**src/rtl/dphy_rx_lane.sv**
```systemverilog
// Receive side of one D-PHY data lane: LP state filtering, HS entry and sync-word alignment,
// HS byte output, and escape-mode LPDT decode (spaced-one-hot, MSB first).
module dphy_rx_lane #(
  parameter int unsigned LP_FILTER    = 4,
  parameter int unsigned SYNC_TIMEOUT = 32,
  parameter logic [7:0]  SYNC_WORD    = 8'hB8
) (
  input  logic       clk,
  input  logic       rst,
  input  logic       lines_enable,
  input  logic       LP_p_input,
  input  logic       LP_n_input,
  input  logic [7:0] hs_input,
  input  logic [7:0] hs_settle_val,
  output logic [7:0] data_out,
  output logic       data_valid,
  output logic       hs_active,
  output logic       lp_active,
  output logic       lane_stop,
  output logic       sot_err,
  output logic       esc_err
);

  typedef enum logic [3:0] {
    StDisabled, StStop, StHsRqst, StHsSettle, StHsSync, StHsActive, StHsWait,
    StEscE1, StEscE2, StEscE3, StEscCmd, StLpdt, StEscWait
  } state_e;

  localparam logic [1:0] Lp00      = 2'b00;
  localparam logic [1:0] Lp01      = 2'b01;
  localparam logic [1:0] Lp10      = 2'b10;
  localparam logic [1:0] Lp11      = 2'b11;
  localparam logic [7:0] CmdLpdt   = 8'hE1;
  localparam logic [3:0] FilterLen = 4'(LP_FILTER);
  localparam logic [7:0] SyncLoad  = 8'(SYNC_TIMEOUT);

  state_e     state_q, state_d;
  logic [1:0] lp_raw, lp_cand_q, lp_state_q, lp_state_d;
  logic [3:0] lp_cnt_q, lp_cnt_d;
  logic [7:0] hs_prev_q;
  logic [2:0] offset_q, offset_d;
  logic [7:0] cnt_q, cnt_d;  // settle count, then reused as sync-search timeout
  logic [7:0] shift_q, shift_d;
  logic [2:0] bit_cnt_q, bit_cnt_d;
  logic       mark_vld_q, mark_vld_d, mark_bit_q, mark_bit_d;
  logic [7:0] data_out_q, data_out_d;
  logic       data_valid_q, data_valid_d;
  logic       hs_active_q, hs_active_d, lp_active_q, lp_active_d, lane_stop_q, lane_stop_d;
  logic       sot_err_q, sot_err_d, esc_err_q, esc_err_d;

  logic [15:0] window;
  logic [7:0]  hs_byte, lp_byte, cnt_dec;
  logic        sync_hit;
  logic [2:0]  sync_off;

  always_comb begin
    lp_raw = {LP_p_input, LP_n_input};
    if (lp_raw == lp_cand_q) lp_cnt_d = (lp_cnt_q == 4'hF) ? lp_cnt_q : lp_cnt_q + 4'd1;
    else                     lp_cnt_d = 4'd1;
    lp_state_d = (lp_cnt_d >= FilterLen) ? lp_raw : lp_state_q;
  end

  // Lowest matching offset wins, so scan downward and let later hits overwrite.
  always_comb begin
    window   = {hs_input, hs_prev_q};
    hs_byte  = 8'(window >> offset_q);
    sync_hit = 1'b0;
    sync_off = 3'd0;
    for (int k = 7; k >= 0; k--) begin
      if (window[k +: 8] == SYNC_WORD) begin
        sync_hit = 1'b1;
        sync_off = 3'(k);
      end
    end
  end

  always_comb begin
    state_d      = state_q;
    offset_d     = offset_q;
    cnt_d        = cnt_q;
    shift_d      = shift_q;
    bit_cnt_d    = bit_cnt_q;
    mark_vld_d   = mark_vld_q;
    mark_bit_d   = mark_bit_q;
    data_out_d   = data_out_q;
    data_valid_d = 1'b0;
    sot_err_d    = 1'b0;
    esc_err_d    = 1'b0;
    lp_byte      = {shift_q[6:0], mark_bit_q};
    cnt_dec      = (cnt_q == 8'd0) ? 8'd0 : cnt_q - 8'd1;

    unique case (state_q)
      StDisabled: if (lp_state_q == Lp11) state_d = StStop;
      StStop: begin
        if (lp_state_q == Lp01)      state_d = StHsRqst;
        else if (lp_state_q == Lp10) state_d = StEscE1;
      end
      StHsRqst: begin
        if (lp_state_q == Lp00) begin
          state_d = StHsSettle;
          cnt_d   = (hs_settle_val == 8'd0) ? 8'd1 : hs_settle_val;
        end else if (lp_state_q == Lp11) begin
          state_d = StStop;
        end else if (lp_state_q == Lp10) begin
          state_d   = StStop;
          esc_err_d = 1'b1;
        end
      end
      StHsSettle: begin
        if (lp_state_q == Lp11) begin
          state_d = StStop;
        end else begin
          cnt_d = cnt_dec;
          if (cnt_dec == 8'd0) begin
            state_d = StHsSync;
            cnt_d   = SyncLoad;
          end
        end
      end
      StHsSync: begin
        if (lp_state_q == Lp11) begin
          state_d = StStop;
        end else if (sync_hit) begin
          offset_d = sync_off;
          state_d  = StHsActive;
        end else begin
          cnt_d = cnt_dec;
          if (cnt_dec == 8'd0) begin
            sot_err_d = 1'b1;
            state_d   = StHsWait;
          end
        end
      end
      StHsActive: begin
        // Stop emitting on the edge the filter declares LP-11.
        if (lp_state_q == Lp11) begin
          state_d = StStop;
        end else if (lp_state_d != Lp11) begin
          data_out_d   = hs_byte;
          data_valid_d = 1'b1;
        end
      end
      StHsWait, StEscWait: if (lp_state_q == Lp11) state_d = StStop;
      StEscE1: begin
        if (lp_state_q == Lp00) state_d = StEscE2;
        else if (lp_state_q != Lp10) begin
          state_d   = StStop;
          esc_err_d = 1'b1;
        end
      end
      StEscE2: begin
        if (lp_state_q == Lp01) state_d = StEscE3;
        else if (lp_state_q != Lp00) begin
          state_d   = StStop;
          esc_err_d = 1'b1;
        end
      end
      StEscE3: begin
        if (lp_state_q == Lp00) begin
          state_d    = StEscCmd;
          mark_vld_d = 1'b0;
          bit_cnt_d  = 3'd0;
          shift_d    = 8'd0;
        end else if (lp_state_q != Lp01) begin
          state_d   = StStop;
          esc_err_d = 1'b1;
        end
      end
      StEscCmd, StLpdt: begin
        unique case (lp_state_q)
          Lp10, Lp01: begin
            mark_vld_d = 1'b1;
            mark_bit_d = (lp_state_q == Lp10);
          end
          Lp00: begin
            if (mark_vld_q) begin
              mark_vld_d = 1'b0;
              shift_d    = lp_byte;
              bit_cnt_d  = bit_cnt_q + 3'd1;
              if (bit_cnt_q == 3'd7) begin
                if (state_q == StLpdt) begin
                  data_out_d   = lp_byte;
                  data_valid_d = 1'b1;
                end else if (lp_byte == CmdLpdt) begin
                  state_d = StLpdt;
                end else begin
                  esc_err_d = 1'b1;
                  state_d   = StEscWait;
                end
              end
            end
          end
          default: begin
            state_d    = StStop;
            mark_vld_d = 1'b0;
            if (!(state_q == StLpdt && mark_vld_q && mark_bit_q && bit_cnt_q == 3'd0)) begin
              esc_err_d = 1'b1;
            end
          end
        endcase
      end
      default: state_d = StDisabled;
    endcase

    if (!lines_enable) begin
      state_d      = StDisabled;
      data_valid_d = 1'b0;
      sot_err_d    = 1'b0;
      esc_err_d    = 1'b0;
    end

    hs_active_d = (state_d == StHsActive);
    lp_active_d = (state_d == StLpdt);
    lane_stop_d = (state_d == StStop);
  end

  always_ff @(posedge clk) begin
    if (rst) begin
      state_q      <= StDisabled;
      lp_cand_q    <= 2'b00;
      lp_cnt_q     <= 4'd0;
      lp_state_q   <= 2'b00;
      hs_prev_q    <= 8'd0;
      offset_q     <= 3'd0;
      cnt_q        <= 8'd0;
      shift_q      <= 8'd0;
      bit_cnt_q    <= 3'd0;
      mark_vld_q   <= 1'b0;
      mark_bit_q   <= 1'b0;
      data_out_q   <= 8'd0;
      data_valid_q <= 1'b0;
      hs_active_q  <= 1'b0;
      lp_active_q  <= 1'b0;
      lane_stop_q  <= 1'b0;
      sot_err_q    <= 1'b0;
      esc_err_q    <= 1'b0;
    end else begin
      state_q      <= state_d;
      lp_cand_q    <= lp_raw;
      lp_cnt_q     <= lp_cnt_d;
      lp_state_q   <= lp_state_d;
      hs_prev_q    <= hs_input;
      offset_q     <= offset_d;
      cnt_q        <= cnt_d;
      shift_q      <= shift_d;
      bit_cnt_q    <= bit_cnt_d;
      mark_vld_q   <= mark_vld_d;
      mark_bit_q   <= mark_bit_d;
      data_out_q   <= data_out_d;
      data_valid_q <= data_valid_d;
      hs_active_q  <= hs_active_d;
      lp_active_q  <= lp_active_d;
      lane_stop_q  <= lane_stop_d;
      sot_err_q    <= sot_err_d;
      esc_err_q    <= esc_err_d;
    end
  end

  assign data_out   = data_out_q;
  assign data_valid = data_valid_q;
  assign hs_active  = hs_active_q;
  assign lp_active  = lp_active_q;
  assign lane_stop  = lane_stop_q;
  assign sot_err    = sot_err_q;
  assign esc_err    = esc_err_q;

endmodule

```
**config.mk**
```make
export PLATFORM = sky130hd
export DESIGN_NAME = dphy_rx_lane
export DESIGN_NICKNAME = d
export VERILOG_FILES = /design/src/rtl/dphy_rx_lane.sv
export SDC_FILE = /design/constraint.sdc
export NUM_CORES = 1
export LEC_CHECK = 0
export CORE_AREA = 2 2 84 86
export DETAILED_ROUTE_END_ITERATION = 16
export DIE_AREA = 0 0 86 88
export GPL_TIMING_DRIVEN = 0
export PLACE_DENSITY = 0.78
export SYNTH_ARGS = -nofsm -noshare
export SYNTH_HDL_FRONTEND = slang
export SYNTH_SLANG_ARGS = --single-unit
```
**constraint.sdc**
```tcl
create_clock -name clk -period 3 [get_ports clk]
set_input_delay 0.3 -clock clk [delete_from_list [all_inputs] [get_ports clk]]
set_output_delay 0.3 -clock clk [all_outputs]
set_load 0.01 [all_outputs]
```
# Word level (Yosys, flattened, before mapping)
# Cells that the tools add are included.
[word_totals]
register_bits = 57
inputBits = 21
output_inout_bits = 14
[classes]
n_addsub = 3
magnitude_cmp = 1
n_eq_ne = 44
n_shift = 1
mux = 93
bitwise = 3
reduce_logical = 24
[ops]
columns = ["op", "n"]
rows = [
  ["$mux W8", 13],
  ["$mux W4", 23],
  ["$eq A8 B8 Y1 const B", 9],
  ["$mux W3", 12],
  ["$pmux W4 S9", 1],
  ["$mux W1", 31],
  ["$eq A4 B4 Y1 const B", 7],
  ["$ne A2 B2 Y1 const B", 13],
  ["$logic_not A8 Y1", 3],
  ["$pmux W8 S3", 1],
  ["$mux W7", 3],
  ["$eq A4 B3 Y1 const B", 5],
  ["$pmux W8 S2", 1],
  ["$shr A16 B3 Y8", 1],
  ["$pmux W7 S2", 1],
  ["$eq A4 B1 Y1 const B", 2],
  ["$eq A4 B2 Y1 const B", 2],
  ["$pmux W4 S2", 1],
  ["$sub A8 B1 Y8 const B", 1],
  ["$reduce_and A7 Y1", 1],
  ["$pmux W1 S2", 3],
  ["$pmux W3 S2", 1],
  ["$reduce_bool A2 Y1", 3],
  ["$reduce_or A2 Y1", 3],
  ["22 further kinds", 28],
]

# Depth between registers and ports, before layout
[depth]
word_depth = 14
ltp_mapped = 10
ltp_nobuf = 9

# Worst setup path after synthesis
# OpenSTA, ideal clock, no wires.
[synth_path]
kind = "register to register"
startpoint = "register cnt_q[0]"
endpoint = "register lane_stop_q, in the netlist lane_stop"
t_arrival_ns = 2.129
slack_ns = 0.775
path_stages_with_launch = 9
path_buffers = 0
period_less_slack_ns = 2.225
cell_sequence = "dfxtp_1 > inv_2 > ha_1 > or4b_1 > nor3_2 > a2bb2oi_2 > mux2i_1 > nand2_1 > nor4b_1"
[synth_via]
elab_chain_len = 9
word_cells_on_any_way = 12
classes_between = "1 x add/sub; 1 x eq/ne; 8 x mux; 2 x reduce/logical"
[synth_lines]
columns = ["item", "line_no", "rtl"]
rows = [
  ["start, declared", "42", "logic [7:0] cnt_q, cnt_d;"],
  ["start signal, assigned", "244", "cnt_q <= cnt_d;"],
  ["$sub A8 B1 Y8 or $logic_not A8 Y1 (tied branches)", "90", "cnt_dec = (cnt_q == 8'd0) ? 8'd0 : cnt_q - 8'd1;"],
  ["$mux W8 (*)", "90", ""],
  ["$logic_not A8 Y1 (*)", "114, 128", ""],
  ["$mux W4", "128", "if (cnt_dec == 8'd0) begin"],
  ["$mux W4", "123", "end else if (sync_hit) begin"],
  ["$mux W4", "121", "if (lp_state_q == Lp11) begin"],
  ["$pmux W4 S9 (*)", "92", "unique case (state_q)"],
  ["$mux W4 (*)", "205", "if (!lines_enable) begin"],
  ["$eq A4 B1 Y1 (*)", "214", "lane_stop_d = (state_d == StStop);"],
  ["end signal, assigned", "253", "lane_stop_q <= lane_stop_d;"],
  ["end, declared", "48", "logic hs_active_q, hs_active_d, lp_active_q, lp_active_d, lane_stop_q, lane_stop_d;"],
]
# Every way passes the cells marked *; elsewhere a longest branch is shown, timed or not.
# A chain may end at the register's enable or synchronous reset.

# Final worst setup path
# Same ends and word-level chain as after synthesis.

==> impl_metrics.toml <==
[floorplanning]
core-area_mm2 = 0.00664
ios = 35
dieArea_mm2 = 0.00757
start_util = 0.560
dieHeight_um = 88
num_rows = 30
die_w_um = 86

[cts]
numCtsBuffers = 9
clk_pin_slew_ns = 0.07
cts_hold_buf = 0
cts_htree_levels = 3
clockRootBuffer = "clkbuf_8"
clock_latency_ns = 0.34
ctsResizeCount = 0
cts_tree = "done"
cts_sinks = 57
post-cts-setup-buffers = 0
clockBufferDepth = 2

[final_layout]
drive_above_1_share = 0.0807
final_cell_mix = "dfxtp_1 (57), nand2_1 (47), nor2_1 (44)"
final_common_cell = "dfxtp_1"
nets = 535
areaGrowthSynthToFinish_pct = 18.4
diodes = 0
stdcell_count = 588
fill_cells = 569

[setup_path]
setup.worst_path.end = "lane_stop"
reg2regPathDepth = 8
critPathLaunch = "cnt_q[0]"
cp.arrival_ns = 2.82
path_max_fanout = 5
r2r_start = "cnt_q[0]"
cp.required_ns = 3.23
crit_type = "flip-flop to flip-flop"
end_kind = "flip-flop"
r2r_slack_ns = 0.41
r2r_end = "lane_stop"
cp-start-kind = "flip-flop"

[sta]
fin_crit_sh = 0.863
tns_ns = 0
rsz0062_at_grt = "no"
period_needed_ns = 2.59
finClkSkew_ns = 0.0106
relSlewSlack = 0.536
setup_viol = 0
holdWs_ns = 0.470
report.final.slew_viol_count = 0
tightestPinTransition_ns = 0.696
hold_viol = 0
fmax_mhz = 386

[logic_synthesis]
synth-seq-cells = 57
synth-warning-count = 0
ys_seq_area_frac = 0.307
synth.avg_cell_area_um2 = 8.12
netlist_area_mm2 = 0.00372
synth.distinct_cells = 67
synth_fp_nets = 490
ys_async_sr_fraction = 0
synth_ff_type = "dfxtp_1"
synth_edf_count = 0
synth_cells = 458

[grt]
grt_max_degree = 11
grt_overflow_total = 0
antenna_found_initial = 0
grt_pass1_wl_um = 16200
globalRouteTotalUtil = 0.268
grt_pass1_vias = 3435

[route]
routed_wirelength_um = 9610
vias_per_cell = 6.13
drc = 0
drt_iter0_markers = 277
dr.pass1.iters = 5
postRouteAntennaNets = 0
detail_route.wl_per_cell_um = 16.3
vias = 3602

[power]
p_sw_w = 0.000393
powerDensity_mw_per_mm2 = 406
cell_internal_pwr_w = 0.00139
peakVddDrop_mv = 0.296
seqPwrFrac = 0.434
comb_power_share = 0.063
clock_power_share = 0.503
leakagePower_nw = 1.52
p_sw_frac = 0.220

[run_status]
outcome = "finished clean"

[placement]
dp_cells = 572
post-dp-hpwl_um = 6940
io_buffers = 34
gp_congestion = 0.947

[worst_hold_path]
hold_class = "flip-flop to flip-flop"

[flow_run]
drv_cap = 0
[worst min path at each step]
stage	startpoint	to	slack [ns]	cells past startpoint
final	bit_cnt_q[2]	bit_cnt_q[2]	0.47	2
after detailed placement	bit_cnt_q[2]	bit_cnt_q[2]	0.46	2
after global routing	shift_q[6]	shift_q[6]	0.49	2
after floorplan	hs_input[0]	hs_prev_q[0]	0.43	1
after CTS	bit_cnt_q[2]	bit_cnt_q[2]	0.47	2
after global placement	bit_cnt_q[2]	bit_cnt_q[2]	0.45	2
[critical path, stage by stage (launching register included)]
cell and delay, ns:
dfxtp_1 0.43, inv_2 0.08, ha_1 0.30, or4b_1 0.46
nor3_2 0.20, a2bb2oi_2 0.29, mux2i_1 0.27, nand2_1 0.10
nor4b_1 0.34
[synth_stat cells, types with 3 or more instances]
cell type,instances,area share
and2_1,4,0.0067
nand3b_1,3,0.0061
clkbuf_1,21,0.021
nor4bb_1,13,0.035
nand2b_1,6,0.010
nor3_1,18,0.024
dfxtp_1,57,0.31
nand3_1,16,0.022
o21ai_0,21,0.028
a21oi_1,30,0.040
o21ai_1,7,0.0094
mux4_2,4,0.024
a211oi_1,7,0.014
xnor2_1,3,0.0071
o311ai_0,3,0.0071
mux2i_1,28,0.075
nor2b_1,16,0.027
inv_1,12,0.012
buf_2,4,0.0054
xor2_1,3,0.0071
nor4_1,3,0.0050
nor2_1,44,0.044
a311oi_1,3,0.0071
mux2_2,4,0.012
a21o_1,4,0.0081
nand2_1,47,0.047
a31oi_1,4,0.0067
a22oi_1,3,0.0061
or3_1,6,0.010
ha_1,11,0.037
[sequential cells by signal, summed over array words and instances, names as in the netlist]
register    flops
lp_state_q      2
data_valid      1
lp_cand_q       2
mark_vld_q      1
lp_active       1
lane_stop       1
shift_q         7
mark_bit_q      1
lp_cnt_q        4
cnt_q           8
esc_err         1
hs_prev_q       8
offset_q        3
hs_active       1
data_out        8
bit_cnt_q       3
sot_err         1
state_q         4
[power by group through the flow]
stage | clock network [W] | registers [W] | logic (W)
6_report | 0.000899 | 0.000776 | 0.000112
5_1_grt | 0.000942 | 0.000777 | 0.000123
2_1_floorplan | 0 | 0.000790 | 0.0000582
3_3_place_gp | 0 | 0.000793 | 0.000108
3_5_place_dp | 0 | 0.000793 | 0.000111
4_1_cts | 0.000911 | 0.000776 | 0.000111
[metrics by stage]
step	cell area, µm²	worst slack, ns	power [W]	utilization
after floorplan	3720	0.775	0.000848	-
after global placement	4160	0.128	0.000901	0.626
after detailed placement	4160	0.0936	0.000904	0.626
after CTS	4400	0.402	0.00180	0.663
after global routing	4400	0.201	0.00184	0.663
final	4400	0.412	0.00179	0.663
[logic make-up (layout without fill, tap and decap cells)]
kind of cell | count (synthesis) | after routing | synth area share
AOI/OAI and AO/OA | 105 | 105 | 0.183
xor gates and xnor gates | 6 | 6 | 0.0141
adders and majority gates | 11 | 11 | 0.0370
buffers and inverters | 46 | 96 | 0.0579
DFF | 57 | 57 | 0.307
muxes | 36 | 36 | 0.112
and+or+nand+nor | 197 | 197 | 0.289
[layout make-up]
cell class / count / area (µm²) / area share
flip-flops and latches: 57 / 1140 / 0.259
clock inverters: 5 / 103 / 0.0233
plain buffers: 32 / 163 / 0.0369
clock buffers: 11 / 141 / 0.0321
inverters: 14 / 52.6 / 0.0119
repair buffers: 34 / 340 / 0.0773
well taps: 80 / 100 / 0.0227
multi-input cells: 355 / 2360 / 0.537
[layer usage]
metal,wire length (µm),vias up,global-route usage
li1,-,1767,-
met1,4260,1670,0.342
met2,4460,137,0.435
met3,578,28,0.0594
met4,312,0,0.117
met5,0,-,0
(Power assumes the default switching activity.)
